### config.mk
export PLATFORM = sky130hd
export DESIGN_NAME = dff_fifo
export DESIGN_NICKNAME = d
export VERILOG_FILES = /design/src/rtl/dff_fifo.sv
export SDC_FILE = /design/constraint.sdc
export NUM_CORES = 1
export LEC_CHECK = 0
export CORE_MARGIN = 2
export CORE_UTILIZATION = 54
export DETAILED_ROUTE_END_ITERATION = 6
export HOLD_SLACK_MARGIN = 0.15
export PLACE_DENSITY = 0.78
export SLEW_MARGIN = 20
export SYNTH_ARGS = -nofsm -noshare
export SYNTH_HDL_FRONTEND = slang
export SYNTH_SLANG_ARGS = --single-unit
### constraint.sdc
create_clock -name clk -period 2.6 [get_ports clk]
set_input_delay 0.26 -clock clk [delete_from_list [all_inputs] [get_ports clk]]
set_output_delay 0.26 -clock clk [all_outputs]
set_load 0.01 [all_outputs]
### src/rtl/dff_fifo.sv
// Flop-based first-word-fall-through FIFO with valid/ready on both sides.
// Define DFF_FIFO_OVERFLOW_FLAG_EN to build the sticky overflow flag.
module dff_fifo #(
  parameter int WIDTH = 8,
  parameter int DEPTH = 4,
  parameter int AW    = $clog2(DEPTH)
) (
  input  logic             clk,
  input  logic             rst_n,
  input  logic [WIDTH-1:0] in_data,
  input  logic             in_valid,
  output logic             in_ready,
  output logic [WIDTH-1:0] out_data,
  output logic             out_valid,
  input  logic             out_ready,
  output logic [AW:0]      count,
  output logic             overflow
);

  localparam logic [AW:0]   FULL_CNT = (AW+1)'(DEPTH);
  localparam logic [AW:0]   CNT_ONE  = (AW+1)'(1);
  localparam logic [AW-1:0] PTR_ONE  = AW'(1);

  logic [WIDTH-1:0] mem_q [DEPTH];
  logic [AW-1:0]    wr_ptr_q, wr_ptr_d;
  logic [AW-1:0]    rd_ptr_q, rd_ptr_d;
  logic [AW:0]      count_q, count_d;
  logic             full, empty;
  logic             push, pop;

  assign full      = (count_q == FULL_CNT);
  assign empty     = (count_q == '0);
  assign in_ready  = !full;
  assign out_valid = !empty;
  assign push      = in_valid && in_ready;
  assign pop       = out_valid && out_ready;
  assign out_data  = mem_q[rd_ptr_q];
  assign count     = count_q;

  always_comb begin
    wr_ptr_d = wr_ptr_q;
    rd_ptr_d = rd_ptr_q;
    count_d  = count_q;
    if (push) wr_ptr_d = wr_ptr_q + PTR_ONE;
    if (pop)  rd_ptr_d = rd_ptr_q + PTR_ONE;
    case ({push, pop})
      2'b10:   count_d = count_q + CNT_ONE;
      2'b01:   count_d = count_q - CNT_ONE;
      default: count_d = count_q;
    endcase
  end

  always_ff @(posedge clk or negedge rst_n) begin
    if (!rst_n) begin
      wr_ptr_q <= '0;
      rd_ptr_q <= '0;
      count_q  <= '0;
      for (int i = 0; i < DEPTH; i++) begin
        mem_q[i] <= '0;
      end
    end else begin
      wr_ptr_q <= wr_ptr_d;
      rd_ptr_q <= rd_ptr_d;
      count_q  <= count_d;
      if (push) begin
        mem_q[wr_ptr_q] <= in_data;
      end
    end
  end

`ifdef DFF_FIFO_OVERFLOW_FLAG_EN
  logic ovf_q, ovf_d;

  // A write attempt while full is a drop, even if a pop frees space.
  always_comb begin
    ovf_d = ovf_q;
    if (in_valid && full) ovf_d = 1'b1;
  end

  always_ff @(posedge clk or negedge rst_n) begin
    if (!rst_n) ovf_q <= 1'b0;
    else        ovf_q <= ovf_d;
  end

  assign overflow = ovf_q;
`else
  assign overflow = 1'b0;
`endif

endmodule

==> key figures, run 1 <==
Drt
  • Vias/cell: 5.32
  • ANT nets after route: 0
  • DRT Pass-1 Iters: 6
  • Wirelength, routed: 3360 microns
  • Wire length per cell: 17.8 microns
  • Starting DRT DRC Count: 48
  • Vias post-DR: between 1000 and 1500
  • DRC: 0

Setup path
  • Buf/Inv on CP: 2
  • Worst R2R Path Depth: 8
  • Crit. End Element: output pin
  • Highest-delay cell along the critical path: mux4_2
  • CP top delay family: buffers and inverters
  • Reg2Reg Setup Slack: between 300 and 400 ps
  • Crit Path Max Fanout: 7
  • Kind of critical path: flip-flop to output pin
  • RR Startpoint: count[1]$_DFFE_PN0P_
  • CP required: 2340 ps
  • Worst setup SP type: flip-flop
  • Crit path DAT: 2040 ps
  • Worst-path cell chain: buf_4, mux4_2, clkdlybuf4s50_1
  • Reg-to-Reg End: count[2]$_DFFE_PN0P_
  • Crit path from: rd_ptr_q[0]$_DFFE_PN0P_
  • Critical Path Max Stage Delay: 530 ps

Synth
  • Yosys reg bits: 39
  • Yosys cell types: 21
  • Top cells by count, synth: dfrtp_1, mux2_4, mux4_2
  • Synth area leaders: dfrtp_1, mux2_4, mux4_2
  • Syn Inst Count: ~120
  • Mean Syn Cell Area: 16.8 sq um
  • Register area share after synthesis: 0.495
  • Synthesized area: 1970 sq um
  • Top cell type's share of synthesized area: 0.495
  • Most frequent cell after synthesis: dfrtp_1
  • Yosys warns: 0
  • Area leader, netlist: dfrtp_1
  • Post-synth EDFFs: 0
  • Post-synthesis async set-or-reset flop share: 1.00
  • Syn nets: ~140
  • Main synth FF type: dfrtp_1

Power
  • VDD IR max: 0.719 mV
  • Pwr Total: 0.00306 W
  • Reg power frac: 0.376
  • Net switching power figure: between 0.0009 and 0.001 W
  • Cell Int Power: roughly 0.0021 W
  • Clk pwr share: 0.116
  • Sw Ratio: 0.307
  • PD cells: around 1300 nW/um^2
  • Comb pwr share: 0.508
  • Pleak: 1.01 nW

Worst hold path
  • Min-Delay Endpoint: mem_q[0]$_DFFE_PN0P_
  • Hold Crit Start: mem_q[0]$_DFFE_PN0P_
  • Hold path cells: 1
  • Hold WC Path Type: flip-flop to flip-flop

Timing
  • Measured slew at the worst slew-check pin: just under 900 ps
  • Final Hold Fails: 0
  • Final Critical Period: around 2300 ps
  • Unrepaired setup endpoints after global routing: false
  • TNS Setup: 0 ps
  • Post-route worst setup slack: 297 ps
  • Final setup fails: 0
  • Final period util: 0.886
  • Post-Route Skew: around 4.4 ps
  • Slew Viols, Final: 0
  • Max-slew headroom: 0.420
  • Max Freq: between 400 and 500 MHz

Run
  • Max-cap violations: 0

Finish
  • Share of cells above drive strength 1: 0.392
  • Fin nets: 160
  • Final Cell Area: approximately 2300 sq um
  • Area Overhead vs Synth: 15.6%
  • Fill count: 252
  • Antenna Cells: 0

Clock network
  • CTS sink count: 39
  • Setup Fix Bufs, Post-CTS: 0
  • Worst-path clk slew: ~110 ps
  • TritonCTS clock tree: done
  • CTS root buf: clkbuf_4
  • CTS Buffer Depth: 2
  • Post_cts resized: 0
  • H-tree depth: 2
  • CTS Buf Count: 5
  • Clk Latency, worst-skew pair: approximately 350 ps

Global routing
  • Total track usage: 0.191
  • Initial antenna violation count: 0
  • First-pass GRT wire length: 5800 microns
  • Vias in the first global route: roughly 1200
  • Largest net degree at the start of global routing: 40
  • Overflow after GRT: 0

Floorplanning
  • Die width: roughly 64 microns
  • Rows: 21
  • Core footprint: approximately 3400 sq um
  • Die Y: 64.4 microns
  • Die area: just over 4000 sq um
  • Top Ports: 26
  • Starting density of the core: 0.577

Place
  • Setup WS pre-CTS: slightly below 400 ps
  • Area post-placement: between 2000 and 2500 sq um
  • GP Congestion: slightly below 0.8
  • IO Port Bufs: 24
  • Hpwl dp: between 2000 and 2500 microns

Run status
  • Status: completed
## cell usage in the layout (no fill, tap or decap)
cell	count
mux4_2	8
dfrtp_1	39
fa_1	1
clkbuf_1	1
xor2_1	3
dlygate4sd3_1	1
or3b_1	1
nor2_1	1
xnor2_1	3
conb_1	1
clkbuf_8	2
mux2_2	1
buf_4	1
clkdlybuf4s50_1	23
inv_1	5
o31a_2	1
and3_4	4
mux2i_1	1
nand2_1	2
buf_2	1
or3_2	1
clkbuf_4	5
mux2_4	32
ha_1	5
## cell type report
class,count,area [sq um],share of cell area
Inverter,5,18.8,0.00824
Sequential cell,39,976,0.429
Clock buffer,8,68.8,0.0302
Timing Repair Buffer,26,253,0.111
Tap cell,46,57.6,0.0253
Multi-Input combinational cell,65,903,0.397
## how the worst max path moves through the flow
| stage | end | slack [ps] | cells after the start |
|---|---|---|---|
| floorplan | count[2]$_DFFE_PN0P_ | 480 | 9 |
| global placement | count[2]$_DFFE_PN0P_ | 490 | 8 |
| detailed placement | count[2]$_DFFE_PN0P_ | 390 | 8 |
| CTS | out_data[3] | 260 | 3 |
| global route | out_data[5] | 170 | 3 |
| finish | out_data[7] | 300 | 3 |
## power groups by stage
stage | Combinational (W) | Sequential (W) | Clock [W]
2_1_floorplan | 0.00115 | 0.00108 | 0
3_3_place_gp | 0.00153 | 0.00114 | 0
3_5_place_dp | 0.00157 | 0.00116 | 0
4_1_cts | 0.00158 | 0.00115 | 0.000363
5_1_grt | 0.00168 | 0.00120 | 0.000391
6_report | 0.00156 | 0.00115 | 0.000354
## registers in the layout (all words and copies together), names as in the netlist
name / count
rd_ptr_q: 2
wr_ptr_q: 2
mem_q: 32
count: 3
## cell families after synthesis
group / Yosys count / synth area share
multiplexers: 42 / 0.346
flip-flops: 39 / 0.495
buffers and inverters: 13 / 0.0463
AND/OR/NAND/NOR: 9 / 0.0368
adder cells (fa/ha/maj): 6 / 0.0419
XOR/XNOR: 6 / 0.0267
other: 1 / 0.00190
AO/OA/AOI/OAI: 1 / 0.00508
## routing by layer
| layer | global-route usage | routed length, microns | up-vias |
|---|---|---|---|
| met5 | 0 | 0 | - |
| met4 | 0.0638 | 51 | 0 |
| met3 | 0.0764 | 159 | 7 |
| met2 | 0.294 | 1560 | 22 |
| met1 | 0.248 | 1590 | 517 |
| li1 | - | - | 459 |
## stage by stage
step                instances  utilization  hold slack (ps)
CTS                       189        0.667              521
finish                    189        0.667              520
detailed placement        180        0.644              416
global placement          180        0.644              394
global route              189        0.667              539
floorplan                 117            -            -35.6
## timing repair
action | in CTS | in global routing
hold endpoints to repair | 39 | 0
setup endpoints to repair | 0 | 0
hold buffers | 1 | 0
No activity file was read; power rests on OpenSTA's default activity.
==> run 2: changes to the inputs <==
SKIP_LAST_GASP = 1   (was default)
==> results of run 2 <==
The final DEF is identical to that of run 1; final timing and power are the same.
==> run 3: changes to the inputs <==
ABC_AREA = 1   (was default)
CAP_MARGIN = 20   (was default)
CORE_MARGIN = 5   (was 2)
CORE_UTILIZATION = 55   (was 54)
PLACE_DENSITY = 0.79   (was 0.78)
==> run 3 against run 2 <==
  * Sequential share of layout area shrank 1.2 points
  * Critical endpoint is now out_data[4]
  * Core utilization shrank 2.7 points
  * Synthesized cell count grew 110%
  * Critical path type unchanged
==> key figures, run 3 <==
Run status
  • Status: completed (unchanged)

Setup path
  • CP required: 2340 ps (about the same)
  • Worst-path cell chain: inv_2, o21ai_0, o21ai_1, clkdlybuf4s50_1 (was buf_4, mux4_2, clkdlybuf4s50_1)
  • Kind of critical path: flip-flop to output pin (unchanged)
  • Buf/Inv on CP: 2 (unchanged)
  • Crit. End Element: output pin (unchanged)
  • Worst setup SP type: flip-flop (unchanged)
  • Highest-delay cell along the critical path: dfrtp_1 (was mux4_2)
  • CP top delay family: buffers and inverters (unchanged)
  • Crit Path Max Fanout: 19 (was 7)
  • Crit path DAT: 2080 ps (was 2040 ps)
  • Critical Path Max Stage Delay: 710 ps (was 530 ps)

Drt
  • Starting DRT DRC Count: 186 (was 48)
  • Vias post-DR: 1783 (was 1005)
  • ANT nets after route: 0 (unchanged)
  • Vias/cell: 5.62 (was 5.32)
  • Wire length per cell: 15.2 microns (was 17.8 microns)
  • Wirelength, routed: 4820 microns (was 3360 microns)
  • DRT Pass-1 Iters: 5 (was 6)
  • DRC: 0 (unchanged)

Synth
  • Yosys reg bits: 39 (unchanged)
  • Area leader, netlist: dfrtp_1 (unchanged)
  • Yosys cell types: 21 (unchanged)
  • Syn Inst Count: 251 (was 117)
  • Mean Syn Cell Area: 8.31 sq um (was 16.8 sq um)
  • Syn nets: 269 (was 135)
  • Post-synthesis async set-or-reset flop share: 1.00 (unchanged)
  • Top cell type's share of synthesized area: 0.468 (was 0.495)
  • Post-synth EDFFs: 0 (unchanged)
  • Register area share after synthesis: 0.468 (was 0.495)
  • Synthesized area: 2090 sq um (was 1970 sq um)
  • Synth area leaders: dfrtp_1, nand2_1, nand4_1 (was dfrtp_1, mux2_4, mux4_2)
  • Main synth FF type: dfrtp_1 (unchanged)
  • Compound-Gate Fraction of Synth Area: 0.0600 (was 0.00508)
  • Post-synthesis mux area share: 0 (was 0.346)
  • Main combinational cell family by area after synthesis: simple AND/OR/NAND/NOR gates (was multiplexers)
  • Yosys warns: 0 (unchanged)
  • Simple-gate share of the synthesized area: 0.337 (was 0.0368)
  • Most frequent cell after synthesis: nand2_1 (was dfrtp_1)
  • Synth Area in XOR/XNOR: 0.00420 (was 0.0267)
  • Top cells by count, synth: nand2_1, dfrtp_1, nand4_1 (was dfrtp_1, mux2_4, mux4_2)
  • Adder-cell share of the synthesized area: 0.0396 (was 0.0419)

Timing
  • TNS Setup: 0 ps (unchanged)
  • Max Freq: 428 MHz (was 434 MHz)
  • Final setup fails: 0 (unchanged)
  • Post-Route Skew: 6.41 ps (was 4.44 ps)
  • Final Hold Fails: 0 (unchanged)
  • Unrepaired setup endpoints after global routing: false (unchanged)
  • Final Critical Period: 2340 ps (was 2300 ps)
  • Final period util: 0.899 (was 0.886)
  • Slew Viols, Final: 0 (unchanged)
  • Measured slew at the worst slew-check pin: 848 ps (was 870 ps)
  • Max-slew headroom: 0.435 (was 0.420)

Floorplanning
  • Starting density of the core: 0.570 (was 0.577)
  • Die area: 5120 sq um (was 4150 sq um)
  • Top Ports: 26 (unchanged)
  • Core footprint: 3660 sq um (was 3420 sq um)
  • Die width: 71.6 microns (was 64.4 microns)
  • Die Y: 71.6 microns (was 64.4 microns)
  • Rows: 22 (was 21)

Finish
  • Largest register FFs: 32 (unchanged)
  • Largest Register: mem_q (unchanged)
  • Area occupied by registers: 976 sq um (unchanged)
  • Share of cells above drive strength 1: 0.0632 (was 0.392)
  • Area Overhead vs Synth: 12.3% (was 15.6%)
  • Fin nets: 286 (was 160)
  • Antenna Cells: 0 (unchanged)
  • Multi-input logic area: 923 sq um (was 903 sq um)
  • Fill count: 317 (was 252)
  • Most frequent cells in the layout: nand2_1, dfrtp_1, nand4_1 (was dfrtp_1, mux2_4, clkdlybuf4s50_1)
  • Commonest non-fill, non-tap cell in the layout: nand2_1 (was dfrtp_1)
  • Final Core Density: 0.640 (was 0.667)

Global routing
  • Vias in the first global route: 1715 (was 1153)
  • Total track usage: 0.209 (was 0.191)
  • First-pass GRT wire length: 8360 microns (was 5800 microns)
  • Largest net degree at the start of global routing: 40 (unchanged)
  • Initial antenna violation count: 0 (unchanged)
  • Overflow after GRT: 0 (unchanged)

Power
  • VDD IR max: 0.755 mV (was 0.719 mV)
  • Pleak: 1.17 nW (was 1.01 nW)
  • PD cells: 1290 nW/um^2 (was 1340 nW/um^2)

Clock network
  • CTS sink count: 39 (unchanged)
  • Worst-path clk slew: 70 ps (was 110 ps)
  • H-tree depth: 2 (unchanged)
  • Clk Latency, worst-skew pair: 290 ps (was 350 ps)
  • TritonCTS clock tree: done (unchanged)
  • CTS Buffer Depth: 2 (unchanged)
  • CTS root buf: clkbuf_8 (was clkbuf_4)
  • CTS Buf Count: 5 (unchanged)
  • Post_cts resized: 0 (unchanged)

Place
  • GP Congestion: 0.788 (was 0.769)
  • IO Port Bufs: 24 (unchanged)
  • Hpwl dp: 3200 microns (was 2230 microns)

Worst hold path
  • Hold WC Path Type: flip-flop to flip-flop (unchanged)

Run
  • Max-cap violations: 0 (unchanged)
==> run 3: logic make-up (layout without fill, tap and decap cells) <==
logic type	Yosys count	in the layout
other cells	1	1
buf+inv	28	46
simple gates	151	151
flops	39	39
fa+ha+maj	6	6
compound gates	25	25
xor+xnor	1	1
==> run 3: path summary, 6_finish.rpt <==
path / depth (start not counted) / end / slack (ps) / start
hold / removal: 2 / mem_q[21]$_DFFE_PN0P_ / 480 / mem_q[21]$_DFFE_PN0P_
setup reg to reg: 11 / count[2]$_DFFE_PN0P_ / 770 / count[2]$_DFFE_PN0P_
setup / recovery: 4 / out_data[4] / 260 / rd_ptr_q[0]$_DFFE_PN0P_
max in group asynchronous: 2 / mem_q[14]$_DFFE_PN0P_ / 1440 / rst_n
min in group asynchronous: 2 / wr_ptr_q[0]$_DFFE_PN0P_ / 620 / rst_n
hold reg to reg: 2 / mem_q[21]$_DFFE_PN0P_ / 480 / mem_q[21]$_DFFE_PN0P_
==> run 3: timing repair <==
item / CTS / global route
buffers inserted: 0 / 0
hold buffers: 1 / 0
endpoints found under the hold margin: 39 / 0
==> run 3: worst register-to-register path: cells and delay by family (launching register included) <==
kind                     cells  cell delay [ps]
buffers and inverters        3              220
flip-flops                   1              460
AND/OR/NAND/NOR              6              520
adder cells (fa/ha/maj)      2              530
==> run 3: power breakdown <==
| part | internal, W | switching (W) |
|---|---|---|
| clock | 0.000188 | 0.000204 |
| sequential | 0.000891 | 0.000244 |
| combinational | 0.000639 | 0.000849 |
| total | 0.00172 | 0.00130 |
==> run 3: cell type report <==
cell class | count | share of cell area
sequential | 39 | 0.417
clock inverter | 1 | 0.00214
tap | 48 | 0.0256
timing repair buffer | 27 | 0.111
clock buffer | 7 | 0.0326
inverter | 11 | 0.0176
multi-input combinational | 184 | 0.394
==> run 3: metal layers <==
layer / routed length (microns) / vias up / GRT usage
met5: 0 / - / 0
met1: 2160 / 859 / 0.298
met4: 53 / 0 / 0.0689
met3: 323 / 7 / 0.0463
met2: 2280 / 56 / 0.315
li1: - / 861 / -
==> run 3: stage by stage <==
step / total power, W / setup slack, ps / hold slack [ps] / cell area [sq um] / cells
after floorplan: 0.00213 / 756 / -35.6 / 2090 / 251
after global placement: 0.00259 / 622 / 423 / 2250 / 308
after detailed placement: 0.00263 / 591 / 414 / 2250 / 308
after CTS: 0.00303 / 237 / 478 / 2340 / 317
after global routing: 0.00327 / 82.5 / 501 / 2340 / 317
final: 0.00302 / 262 / 475 / 2340 / 317
